## src/rtl/wide_add_sequencer_if.sv

```systemverilog
// -----------------------------------------------------------------------------
// wide_add_sequencer_if
//   Groups the request, response and shared-adder signals of
//   wide_add_sequencer into one bundle.
//
//   Parameter CHUNKS : number of 16-bit chunks, operand width W = 16*CHUNKS.
//
//   Request  : req_valid, req_ready, req_a[W], req_b[W], req_sub
//   Response : rsp_valid, rsp_ready, rsp_sum[W], rsp_cout
//              (+ rsp_ovf when WIDE_ADD_OVF_EN is defined)
//   Adder    : add_a[16], add_b[16], add_cin  -> external combinational adder
//              add_sum[16], add_cout          <- external combinational adder
//
//   Modports:
//     slave  : the sequencer side (accepts requests, drives the adder)
//     master : the surrounding system (issues requests, hosts the adder)
// -----------------------------------------------------------------------------
interface wide_add_sequencer_if #(
    parameter int CHUNKS = 4
) ();
    localparam int W = 16 * CHUNKS;

    logic         req_valid;
    logic         req_ready;
    logic [W-1:0] req_a;
    logic [W-1:0] req_b;
    logic         req_sub;

    logic [15:0]  add_a;
    logic [15:0]  add_b;
    logic         add_cin;
    logic [15:0]  add_sum;
    logic         add_cout;

    logic         rsp_valid;
    logic         rsp_ready;
    logic [W-1:0] rsp_sum;
    logic         rsp_cout;
`ifdef WIDE_ADD_OVF_EN
    logic         rsp_ovf;
`endif

    modport slave (
        input  req_valid, req_a, req_b, req_sub,
        output req_ready,
        output add_a, add_b, add_cin,
        input  add_sum, add_cout,
        output rsp_valid, rsp_sum, rsp_cout,
`ifdef WIDE_ADD_OVF_EN
        output rsp_ovf,
`endif
        input  rsp_ready
    );

    modport master (
        output req_valid, req_a, req_b, req_sub,
        input  req_ready,
        input  add_a, add_b, add_cin,
        output add_sum, add_cout,
        input  rsp_valid, rsp_sum, rsp_cout,
`ifdef WIDE_ADD_OVF_EN
        input  rsp_ovf,
`endif
        output rsp_ready
    );

endinterface

```

## src/rtl/wide_add_sequencer.sv

```systemverilog
// -----------------------------------------------------------------------------
// wide_add_sequencer
//   Performs a 16*CHUNKS-bit add or subtract by time-sharing one external
//   16-bit combinational adder, one chunk per cycle, least significant first.
//   Subtraction is A + ~B + 1: B is inverted on accept and the initial
//   carry-in is the sub flag.
//
//   Ports:
//     clk   : system clock, rising edge
//     rst_n : asynchronous active-low reset
//     bus   : wide_add_sequencer_if.slave (request, response, adder signals)
//
//   Optional feature macro: WIDE_ADD_OVF_EN
//     When defined, bus.rsp_ovf reports signed two's-complement overflow of
//     the full-width operation, registered alongside rsp_cout.
//
//   Timing: accept edge to rsp_valid is CHUNKS edges; with rsp_ready held
//   high one operation completes every CHUNKS+2 cycles.
// -----------------------------------------------------------------------------
module wide_add_sequencer #(
    parameter int CHUNKS = 4
) (
    input  logic                 clk,
    input  logic                 rst_n,
    wide_add_sequencer_if.slave  bus
);
    localparam int W     = 16 * CHUNKS;
    localparam int IDX_W = $clog2(CHUNKS);

    typedef enum logic [1:0] {
        IDLE = 2'd0,
        RUN  = 2'd1,
        DONE = 2'd2
    } state_t;

    state_t state;
    state_t state_next;

    // Operands and result are kept as arrays of 16-bit chunks so the
    // active chunk is a simple index by the chunk counter.
    logic [CHUNKS-1:0][15:0] a_reg;
    logic [CHUNKS-1:0][15:0] b_reg;
    logic [CHUNKS-1:0][15:0] sum_reg;
    logic [IDX_W-1:0]        idx;
    logic                    sub_reg;
    logic                    carry;
    logic                    cout_reg;
    logic                    last_chunk;
    logic                    accept;

    assign last_chunk = (idx == IDX_W'(CHUNKS - 1));
    assign accept     = bus.req_valid && bus.req_ready;

    // ---------------------------------------------------------------------
    // State register
    // ---------------------------------------------------------------------
    // NOTE: sequential state is updated with non-blocking assignments so every
    // register samples values from before the edge, regardless of block order.
    always_ff @(posedge clk or negedge rst_n) begin
        if (!rst_n) begin
            state <= IDLE;
        end else begin
            state <= state_next;
        end
    end

    // ---------------------------------------------------------------------
    // Next state and outputs
    // ---------------------------------------------------------------------
    // NOTE: every signal driven here gets a default first, so no path leaves
    // one unassigned and no latch is inferred.
    always_comb begin
        state_next    = state;
        bus.req_ready = 1'b0;
        bus.rsp_valid = 1'b0;
        bus.add_a     = 16'h0000;
        bus.add_b     = 16'h0000;
        bus.add_cin   = 1'b0;

        case (state)
            IDLE: begin
                bus.req_ready = 1'b1;
                if (bus.req_valid) begin
                    state_next = RUN;
                end
            end
            RUN: begin
                // The adder is only driven while a chunk is being processed.
                bus.add_a   = a_reg[idx];
                bus.add_b   = b_reg[idx];
                bus.add_cin = (idx == '0) ? sub_reg : carry;
                if (last_chunk) begin
                    state_next = DONE;
                end
            end
            DONE: begin
                bus.rsp_valid = 1'b1;
                if (bus.rsp_ready) begin
                    state_next = IDLE;
                end
            end
            default: begin
                state_next = IDLE;
            end
        endcase
    end

    // ---------------------------------------------------------------------
    // Datapath registers
    // ---------------------------------------------------------------------
`ifdef WIDE_ADD_OVF_EN
    logic ovf_reg;
`endif

    always_ff @(posedge clk or negedge rst_n) begin
        if (!rst_n) begin
            a_reg    <= '0;
            b_reg    <= '0;
            sum_reg  <= '0;
            idx      <= '0;
            sub_reg  <= 1'b0;
            carry    <= 1'b0;
            cout_reg <= 1'b0;
`ifdef WIDE_ADD_OVF_EN
            ovf_reg  <= 1'b0;
`endif
        end else begin
            case (state)
                IDLE: begin
                    if (accept) begin
                        a_reg   <= bus.req_a;
                        b_reg   <= bus.req_b ^ {W{bus.req_sub}};
                        sub_reg <= bus.req_sub;
                        idx     <= '0;
                    end
                end
                RUN: begin
                    sum_reg[idx] <= bus.add_sum;
                    carry        <= bus.add_cout;
                    idx          <= idx + IDX_W'(1);
                    if (last_chunk) begin
                        cout_reg <= bus.add_cout;
`ifdef WIDE_ADD_OVF_EN
                        // Overflow: operands share a sign bit and the result
                        // sign differs; the result sign is this chunk's MSB.
                        ovf_reg  <= (a_reg[CHUNKS-1][15] == b_reg[CHUNKS-1][15]) &&
                                    (bus.add_sum[15] != a_reg[CHUNKS-1][15]);
`endif
                    end
                end
                default: begin
                    // DONE holds the result stable until it is consumed.
                end
            endcase
        end
    end

    assign bus.rsp_sum  = sum_reg;
    assign bus.rsp_cout = cout_reg;
`ifdef WIDE_ADD_OVF_EN
    assign bus.rsp_ovf  = ovf_reg;
`endif

endmodule

```

## src/flat_wrapper.sv

```systemverilog
// flat-port wrapper written by rule: the top's interface ports become plain ports
module wide_add_sequencer_flat 
#(
    parameter int CHUNKS = 4
)
  (clk, rst_n, bus_req_valid, bus_req_a, bus_req_b, bus_req_sub, bus_req_ready, bus_add_a, bus_add_b, bus_add_cin, bus_add_sum, bus_add_cout, bus_rsp_valid, bus_rsp_sum, bus_rsp_cout, bus_rsp_ready);
  wide_add_sequencer_if #(.CHUNKS(CHUNKS)) bus_i ();
  input  logic clk;
  input  logic rst_n;
  input wire logic [$bits(bus_i.req_valid)-1:0] bus_req_valid;
  input wire logic [$bits(bus_i.req_a)-1:0] bus_req_a;
  input wire logic [$bits(bus_i.req_b)-1:0] bus_req_b;
  input wire logic [$bits(bus_i.req_sub)-1:0] bus_req_sub;
  output wire logic [$bits(bus_i.req_ready)-1:0] bus_req_ready;
  output wire logic [$bits(bus_i.add_a)-1:0] bus_add_a;
  output wire logic [$bits(bus_i.add_b)-1:0] bus_add_b;
  output wire logic [$bits(bus_i.add_cin)-1:0] bus_add_cin;
  input wire logic [$bits(bus_i.add_sum)-1:0] bus_add_sum;
  input wire logic [$bits(bus_i.add_cout)-1:0] bus_add_cout;
  output wire logic [$bits(bus_i.rsp_valid)-1:0] bus_rsp_valid;
  output wire logic [$bits(bus_i.rsp_sum)-1:0] bus_rsp_sum;
  output wire logic [$bits(bus_i.rsp_cout)-1:0] bus_rsp_cout;
  input wire logic [$bits(bus_i.rsp_ready)-1:0] bus_rsp_ready;
  assign bus_i.req_valid = bus_req_valid;
  assign bus_i.req_a = bus_req_a;
  assign bus_i.req_b = bus_req_b;
  assign bus_i.req_sub = bus_req_sub;
  assign bus_req_ready = bus_i.req_ready;
  assign bus_add_a = bus_i.add_a;
  assign bus_add_b = bus_i.add_b;
  assign bus_add_cin = bus_i.add_cin;
  assign bus_i.add_sum = bus_add_sum;
  assign bus_i.add_cout = bus_add_cout;
  assign bus_rsp_valid = bus_i.rsp_valid;
  assign bus_rsp_sum = bus_i.rsp_sum;
  assign bus_rsp_cout = bus_i.rsp_cout;
  assign bus_i.rsp_ready = bus_rsp_ready;
  wide_add_sequencer #(.CHUNKS(CHUNKS)) u_core (.clk(clk), .rst_n(rst_n), .bus(bus_i));
endmodule
```

## config.mk

```make
export PLATFORM = sky130hd
export DESIGN_NAME = wide_add_sequencer_flat
export DESIGN_NICKNAME = d
export VERILOG_FILES = /design/src/rtl/wide_add_sequencer_if.sv /design/src/rtl/wide_add_sequencer.sv /design/src/flat_wrapper.sv
export SDC_FILE = /design/constraint.sdc
export NUM_CORES = 1
export LEC_CHECK = 0
export CAP_MARGIN = 20
export CORE_MARGIN = 5
export CORE_UTILIZATION = 49
export DETAILED_ROUTE_END_ITERATION = 6
export PLACE_DENSITY_LB_ADDON = 0.1
export SLEW_MARGIN = 40
export SYNTH_ARGS = -nofsm -noshare
export SYNTH_HDL_FRONTEND = slang
export SYNTH_SLANG_ARGS = --single-unit
export TNS_END_PERCENT = 5
```

## constraint.sdc

```tcl
create_clock -name clk -period 2.16 [get_ports clk]
set_input_delay 0.216 -clock clk [delete_from_list [all_inputs] [get_ports clk]]
set_output_delay 0.216 -clock clk [all_outputs]
set_load 0.005 [all_outputs]
```

======== After elaboration in Yosys (flattened, before gate mapping) ========
Cells that the tools add are included.
word-level totals
  bits in registers ....................... 199
operators by class
  multiplexer cells ....................... 19
  bitwise operators ....................... 1
  $lt $le $gt $ge ......................... 2
  reductions and logical operators ........ 9
  add/sub/neg operators ................... 1
  eq/ne operators ......................... 7
operators with widths
  kind                 count
  $mux 16              5
  $bmux 16 s2          2
  $bwmux 64            1
  $xor 64x64->64       1
  $demux 16 s2         1
  $mux 2               4
  $pmux 2 s3           1
  $reduce_and 2->1     3
  $eq 2x2->1 const B   2
  $logic_not 2->1      2
  $mux 1               4
  $ne 2x1->1 const B   2
  $ne 2x2->1 const B   2
  $pmux 2 s2           1
  $lt 2x3->1 const B   1
  $reduce_and 3->1     1
  $add 2x1->2 const B  1
  $eq 2x1->1 const B   1
  $ge 2x1->1 const B   1
  $logic_and 1x1->1    2
  $reduce_bool 2->1    1

======== Longest topological paths before layout ========
Gate-level depths: netlist (run 1).
  depth after elaboration ................. 5
  depth in mapped cells ................... 7
  gate-level depth less buffers ........... 4

======== Least setup slack after synthesis (run 1) ========
Ideal clock, no wire load.
  kind .................................... register -> register
  from .................................... register u_core.idx[1]
  to ...................................... register u_core.sum_reg (netlist bit u_core.bus.rsp_sum[10])
  cell stages (with the launch flop) ...... 8
  buffers on the path ..................... 3
  required time ........................... 2.035 ns
  arrival time ............................ 1.780 ns
  clock period less this slack ............ 1.905 ns
  path slack .............................. 0.255 ns
  library setup time ...................... 0.125 ns
  path through ............................ dfrtp_1 > buf_2 > buf_2 > inv_1 > ha_1 > nand3b_4 > buf_6 > mux2_4
on the way
  cells in the longest elaborated chain, start to end .. 5
ends and longest elaborated chain
  what                                                            RTL line                   text
  start, declared                                                 wide_add_sequencer.sv:44   logic [IDX_W-1:0] idx;
  start signal, assigned                                          wide_add_sequencer.sv:140  idx <= idx + IDX_W'(1);
  $lt 2x3->1 (implied by the code) or $ge 2x1->1 (tied branches)  wide_add_sequencer.sv:138  sum_reg[idx] <= bus.add_sum;
  $logic_and 1x1->1 (implied by the code)                         wide_add_sequencer.sv:138
  $mux 16 (implied by the code)                                   wide_add_sequencer.sv:138
  $demux 16 s2 (*)                                                n/a
  $bwmux 64 (*)                                                   wide_add_sequencer.sv:138
  end signal, assigned by index                                   wide_add_sequencer.sv:138
  end, declared                                                   wide_add_sequencer.sv:43   logic [CHUNKS-1:0][15:0] sum_reg;
Every way passes the cells marked *; elsewhere a longest branch is shown, timed or not.
A chain may end at the register's enable or synchronous reset.

======== Worst setup path after layout (run 1) ========
  from .................................... register u_core.idx[1]
  to ...................................... output bus_add_a[0]
on the way
  cells in the longest elaborated chain, start to end .. 3
ends and longest elaborated chain
  what                           RTL line                  text
  $bmux 16 s2                    wide_add_sequencer.sv:89  bus.add_a = a_reg[idx];
  $mux 16 (implied by the code)  wide_add_sequencer.sv:89
  $mux 16                        wide_add_sequencer.sv:80  case (state)
  end, declared                  flat_wrapper.sv:15        output wire logic [$bits(bus_i.add_a)-1:0] bus_add_a;
No other way between the ends. The select of a mux whose other input is x is not followed.

==> out/metrics.yaml, run 1 <==
worst_setup_path:
  worst_path_max_delay_cell: "dfrtp_4"
  required_ns: 1.94
  category_of_the_worst_setup_path_launch_point: "register"
  critical_path_peak_fanout: 19
  crit_buf_inv: 2
  worst-path-stages: 4
  path_delay_family: "flip-flops"
  cp-startpoint: "u_core.idx[1]"
  worst_r2r_path_depth: 5
  worstReg2RegEnd: "u_core.a_reg[58]"
  worst-endpoint-arrival_ns: 1.84
  path_cells: "buf_12 -> mux2i_1 -> o22ai_2 -> dlymetal6s2s_1"
  r2r_slack_ns: 0.39
  critical_path_class: "register to output port"
  worstSetupEndpointType: "output port"
  worstSetupEndpoint: "bus_add_a[0]"
  worstReg2RegStart: "u_core.state[0]"
  crit_path_max_incr_delay_ns: 0.58
power:
  power.density_nw_per_um2: 1457
  leakagePower_nw: 5.917
  vdd.ir_drop.worst_v: 0.0007765
place:
  placedCellCount: 1112
  placed_area_um2: 12300
  post-dp-hpwl_um: 16280
  gp_congestion: 0.8355
  place.port_buffers: 249
  pre_cts_slack_ns: 0.1448
detailed_routing:
  drcViolationCount: 0
  drt_iter0_drc: 187
  drt-vias-per-instance: 5.113
  drt.antenna.violating_nets: 0
  wire_per_inst_um: 19.66
  routed_wl_um: 22550
  drt-pass1-iter-count: 4
  dr_total_vias: 5865
sta:
  worst_slew_pin_slew_ns: 0.6208
  report.final.hold_viol_count: 0
  final_slew_viol_count: 0
  clock-skew-final_ns: 0.01192
  setup_total_negative_slack_ns: 0
  setup_slack_ns: 0.1013
  finalSetupViolCount: 0
  max-slew-margin-rel_pct: 58.61
  timing.final.crit_period_ns: 2.059
  min_period_over_period_pct: 95.31
  grt_setup_unrepaired: "false"
  fmax_mhz: 485.8
yosys:
  synthesis.area_um2: 9440
  synth.yosys.warnings: 0
  post_synthesis_register_bit_count: 199
  avgSynthCellArea_um2: 15.20
  synth_sequential_area_ratio_pct: 52.75
  postSynthNetCount: 775
  synthDistinctLibCells: 24
  cells_after_synthesis: 621
finish:
  n_antenna_cell: 0
  final_core_utilization_pct: 69.21
  commonest_non_fill_non_tap_cell_in_the_layout: "clkdlybuf4s50_1"
  drive_gt1_share_pct: 33.93
  syn_to_final_growth_pct: 38.05
  layout.cells.most_common_list: "clkdlybuf4s50_1, dfrtp_1, mux2_2, xor2_1, mux2i_1"
  layout.nets: 1028
  fillerInstances: 1299
  layout.area.seq_um2: 4984
  post-route-cell-area_um2: 13030
  instances_no_fill: 1147
  multi_input_area_um2: 4177
run:
  cap_viol_max_count: 0
clock_tree:
  ctsLongestPathBuffers: 2
  cts_root_buf: "clkbuf_16"
  cts-htree-levels: 4
  worst_skew_pair.late_latency_ns: 0.43
  tritoncts: "done"
  cts.sink_count: 199
  cts.clk_slew.worst_paths_ns: 0.07
  cts_inserted_buffers: 17
grt:
  grt_pass1_vias: 6587
  antenna_found_initial: 2
  total_global_routing_track_utilization_pct: 20.75
  global_route.overflow_total: 0
  maximum_number_of_pins_on_one_net_before_global_route_repair: 71
  grt_first_pass_wirelength_um: 36180
floorplan:
  floorplan.io_pins: 250
  floorplan.initialDensity_pct: 50.13
  floorplan.die_area_um2: 22140
  placeableCoreArea_um2: 18830
  chipWidth_um: 148.8
  std_cell_rows: 50
  die_h_um: 148.8
worst_hold_path:
  worstHoldPathType: "input pin to async pin"
status:
  outcome: "finished, final reports clean"
[cell type report]
| class | count | area share, % |
|---|---|---|
| Tap cell | 260 | 2.496 |
| Clock buffer | 18 | 3.293 |
| Sequential cell | 199 | 38.24 |
| Clock inverter | 14 | 1.066 |
| Timing Repair Buffer | 275 | 22.77 |
| Inverter | 3 | 0.08641 |
| Multi-Input combinational cell | 378 | 32.05 |
[worst min-delay path by stage]
stage | to | slack [ns] | from | depth (start not counted)
finish | u_core.b_reg[27] | 0.35 | rst_n | 2
floorplan | u_core.a_reg[0] | -0.08 | rst_n | 0
global placement | u_core.b_reg[13] | 0.25 | rst_n | 1
global route | u_core.a_reg[33] | 0.38 | bus_req_a[33] | 2
CTS | u_core.b_reg[26] | 0.38 | rst_n | 2
detailed placement | u_core.b_reg[13] | 0.27 | rst_n | 1
[Yosys cell counts, drive strengths merged]
| cell | number | area share, % |
|---|---|---|
| o21ba | 1 | 0.11 |
| a21oi | 1 | 0.053 |
| ha | 4 | 0.53 |
| dfrtp | 199 | 53 |
| buf | 40 | 3.4 |
| mux2 | 195 | 24 |
| clkbuf | 1 | 0.040 |
| nand2b | 3 | 0.20 |
| nor3b | 1 | 0.13 |
| nand3b | 5 | 0.93 |
| nor2 | 1 | 0.040 |
| o2bb2ai | 1 | 0.093 |
| or3b | 1 | 0.093 |
| mux2i | 65 | 6.9 |
| inv | 3 | 0.12 |
| o21ai | 2 | 0.11 |
| xor2 | 64 | 5.9 |
| o22ai | 32 | 4.0 |
| nor2b | 2 | 0.13 |
[per-layer routing]
metal / up-vias / global-route usage (%) / routed length, um
li1: 2709 / - / -
met1: 2925 / 26.73 / 9409
met2: 191 / 32.69 / 10600
met3: 36 / 7.718 / 2017
met4: 4 / 6.819 / 504
met5: - / 0 / 14
[what timing repair did]
item,in CTS,in global routing
resized for setup,12,40
cloned,0,1
setup endpoints to repair,33,33
buffers inserted,0,1
pin swaps,0,0
hold buffers,1,0
endpoints found under the hold margin,65,0
[cell families (layout without fill, tap and decap cells)]
group | count (synthesis) | in the layout | share of synthesized area, %
xor+xnor | 64 | 64 | 5.938
compound gates | 37 | 37 | 4.400
buf+inv | 44 | 310 | 3.512
mux | 260 | 260 | 31.35
simple gates | 13 | 13 | 1.524
fa+ha+maj | 4 | 4 | 0.5302
flops | 199 | 199 | 52.75
[through the flow]
step | hold slack [ns] | total power, mW
after floorplan | -0.07959 | 12.01
after global placement | 0.2506 | 15.72
after detailed placement | 0.2650 | 16.07
after CTS | 0.3764 | 19.26
after global routing | 0.3763 | 20.17
final | 0.3526 | 18.99
[power breakdown]
group	total, mW	internal [mW]	leakage (nW)	switching [mW]
combinational	9.22	5.72	3.31	3.49
sequential	6.74	5.67	2.33	1.07
clock	3.03	1.53	0.273	1.50
total	19.0	12.9	5.92	6.06
Power figures use the tool's default switching activity.
==> run 2, diff against run 1 <==
Settings changed: CORE_ASPECT_RATIO set to 1.25, CORE_MARGIN 5 to not set, CTS_CLUSTER_DIAMETER set to 200.
==> out/metrics.yaml, run 2 (synthesis results as in run 1) <==
clock_tree:
  tritoncts: "done"  # unchanged
  cts-htree-levels: 4  # unchanged
  cts.sink_count: 199  # unchanged
  cts.clk_slew.worst_paths_ns: 0.08  # was 0.07 ns
  cts_inserted_buffers: 17  # unchanged
  worst_skew_pair.late_latency_ns: 0.43  # about the same
  cts_root_buf: "clkbuf_16"  # unchanged
  ctsLongestPathBuffers: 2  # unchanged
sta:
  timing.final.crit_period_ns: 2.239  # was 2.059 ns
  final_slew_viol_count: 0  # unchanged
  max-slew-margin-rel_pct: 66.75  # was 58.61%
  report.final.hold_viol_count: 0  # unchanged
  grt_setup_unrepaired: "true"  # was false
  fmax_mhz: 446.7  # was 485.8 MHz
  min_period_over_period_pct: 103.6  # was 95.31%
  finalSetupViolCount: 10  # was 0
  worst_slew_pin_slew_ns: 0.4987  # was 0.6208 ns
  clock-skew-final_ns: 0.01297  # was 0.01192 ns
  setup_slack_ns: -0.07876  # was 0.1013 ns
power:
  total_power_mw: 18.86  # was 18.99 mW
  power.density_nw_per_um2: 1477  # was 1457 nW/um2
  vdd.ir_drop.worst_v: 0.0007577  # was 0.0007765 V
  leakagePower_nw: 5.539  # was 5.917 nW
place:
  pre_cts_slack_ns: 0.1477  # was 0.1448 ns
  place.port_buffers: 249  # unchanged
  post-dp-hpwl_um: 14990  # was 16,280 um
  gp_congestion: 0.8012  # was 0.8355
grt:
  global_route.overflow_total: 0  # unchanged
  maximum_number_of_pins_on_one_net_before_global_route_repair: 68  # was 71
  total_global_routing_track_utilization_pct: 22.76  # was 20.75%
  antenna_found_initial: 0  # was 2
  grt_first_pass_wirelength_um: 34410  # was 36,180 um
  grt_pass1_vias: 6374  # was 6,587
finish:
  layout.nets: 1025  # was 1,028
  n_antenna_cell: 0  # unchanged
  layout.cells.most_common_list: "clkdlybuf4s50_1, dfrtp_1, mux2_2, mux2i_1, xor2_1"  # was clkdlybuf4s50_1, dfrtp_1, mux2_2, xor2_1, mux2i_1
  commonest_non_fill_non_tap_cell_in_the_layout: "clkdlybuf4s50_1"  # unchanged
  layout.area.seq_um2: 4984  # unchanged
  fillerInstances: 1375  # was 1,299
  syn_to_final_growth_pct: 35.27  # was 38.05%
  drive_gt1_share_pct: 35.29  # was 33.93%
  multi_input_area_um2: 4156  # was 4177 um2
worst_setup_path:
  worst_path_max_delay_cell: "dfrtp_1"  # was dfrtp_4
  path_delay_family: "buffers and inverters"  # was flip-flops
  critical_path_class: "register to output port"  # unchanged
  category_of_the_worst_setup_path_launch_point: "register"  # unchanged
  worstSetupEndpointType: "output port"  # unchanged
  crit_path_max_incr_delay_ns: 0.40  # was 0.58 ns
  required_ns: 1.94  # about the same
  crit_buf_inv: 4  # was 2
  worst-endpoint-arrival_ns: 2.02  # was 1.84 ns
  critical_path_peak_fanout: 16  # was 19
  path_cells: "buf_6 -> nand3b_1 -> buf_4 -> clkbuf_16 -> o22ai_2 -> dlygate4sd2_1"  # was buf_12 -> mux2i_1 -> o22ai_2 -> dlymetal6s2s_1
worst_hold_path:
  worstHoldPathType: "input pin to async pin"  # unchanged
detailed_routing:
  drt-pass1-iter-count: 4  # unchanged
  drt-vias-per-instance: 5.293  # was 5.113
  drt.antenna.violating_nets: 0  # unchanged
  drt_iter0_drc: 184  # was 187
  drcViolationCount: 0  # unchanged
  dr_total_vias: 5907  # was 5,865
  wire_per_inst_um: 19.64  # was 19.66 um
  routed_wl_um: 21920  # was 22,550 um
status:
  outcome: "finished, violations left"  # was finished, final reports clean
  failed_checks: "negative setup slack"
floorplan:
  chipWidth_um: 126.2  # was 148.8 um
  std_cell_rows: 56  # was 50
  floorplan.io_pins: 250  # unchanged
  floorplan.initialDensity_pct: 50.09  # was 50.13%
  floorplan.die_area_um2: 19830  # was 22,140 um2
  die_h_um: 157.2  # was 148.8 um
  placeableCoreArea_um2: 18850  # was 18,830 um2
run:
  cap_viol_max_count: 0  # unchanged
## run 2: cell type report
type,count,area share [%]
timing repair buffer,272,21.46
multi-input combinational,378,32.55
sequential,199,39.03
clock buffer,18,3.361
clock inverter,14,1.244
tap,232,2.273
inverter,3,0.08818
## run 2: per-stage QoR
stage | cells | utilization, % | TNS, ns | hold slack [ns] | instance area (um2)
floorplan | 621 | - | 0 | -0.07959 | 9440
global placement | 1074 | 64.39 | 0 | 0.2236 | 12140
detailed placement | 1074 | 64.39 | 0 | 0.2237 | 12140
CTS | 1109 | 67.69 | -0.2909 | 0.3226 | 12760
global route | 1116 | 67.75 | -1.714 | 0.3492 | 12770
finish | 1116 | 67.75 | -0.6746 | 0.3091 | 12770
## run 2: layer usage
| metal | vias to the layer above | share of wire [%] | track usage [%] |
|---|---|---|---|
| met1 | 2982 | 42 | 28.93 |
| met2 | 189 | 49 | 36.89 |
| met5 | - | 0 | 0 |
| li1 | 2708 | - | - |
| met4 | 0 | 1.9 | 7.458 |
| met3 | 28 | 7.0 | 7.274 |
## run 2: where the power goes
group	switching, mW	total (mW)	internal, mW
Sequential	1.02	6.68	5.67
Combinational	3.57	9.02	5.44
Clock	1.51	3.16	1.65
Total	6.10	18.9	12.8
## run 2: worst register-to-register path, stage by stage (launching register included)
cell and delay, ns:
dfrtp_1 0.40, buf_4 0.21, nor3b_4 0.31, buf_12 0.36, mux2_2 0.43
## run 2: worst paths after layout
check / start / endpoint / slack (ns) / cells past startpoint
setup reg to reg: u_core.state[0] / u_core.b_reg[61] / 0.34 / 4
max in group asynchronous: rst_n / u_core.a_reg[33] / 1.14 / 3
hold / removal: rst_n / u_core.b_reg[43] / 0.31 / 2
hold reg to reg: u_core.a_reg[8] / u_core.a_reg[8] / 0.51 / 1
min in group clk: bus_rsp_ready / u_core.state[1] / 0.37 / 2
setup / recovery: u_core.state[1] / bus_add_a[12] / -0.08 / 6
## run 2: what timing repair did
item,CTS,global route
endpoints found under the setup margin,33,13
hold endpoints to repair,55,0
hold buffers,1,0
gates cloned,1,1
setup buffers,1,6
gates resized for setup,40,46
pin swaps,0,1
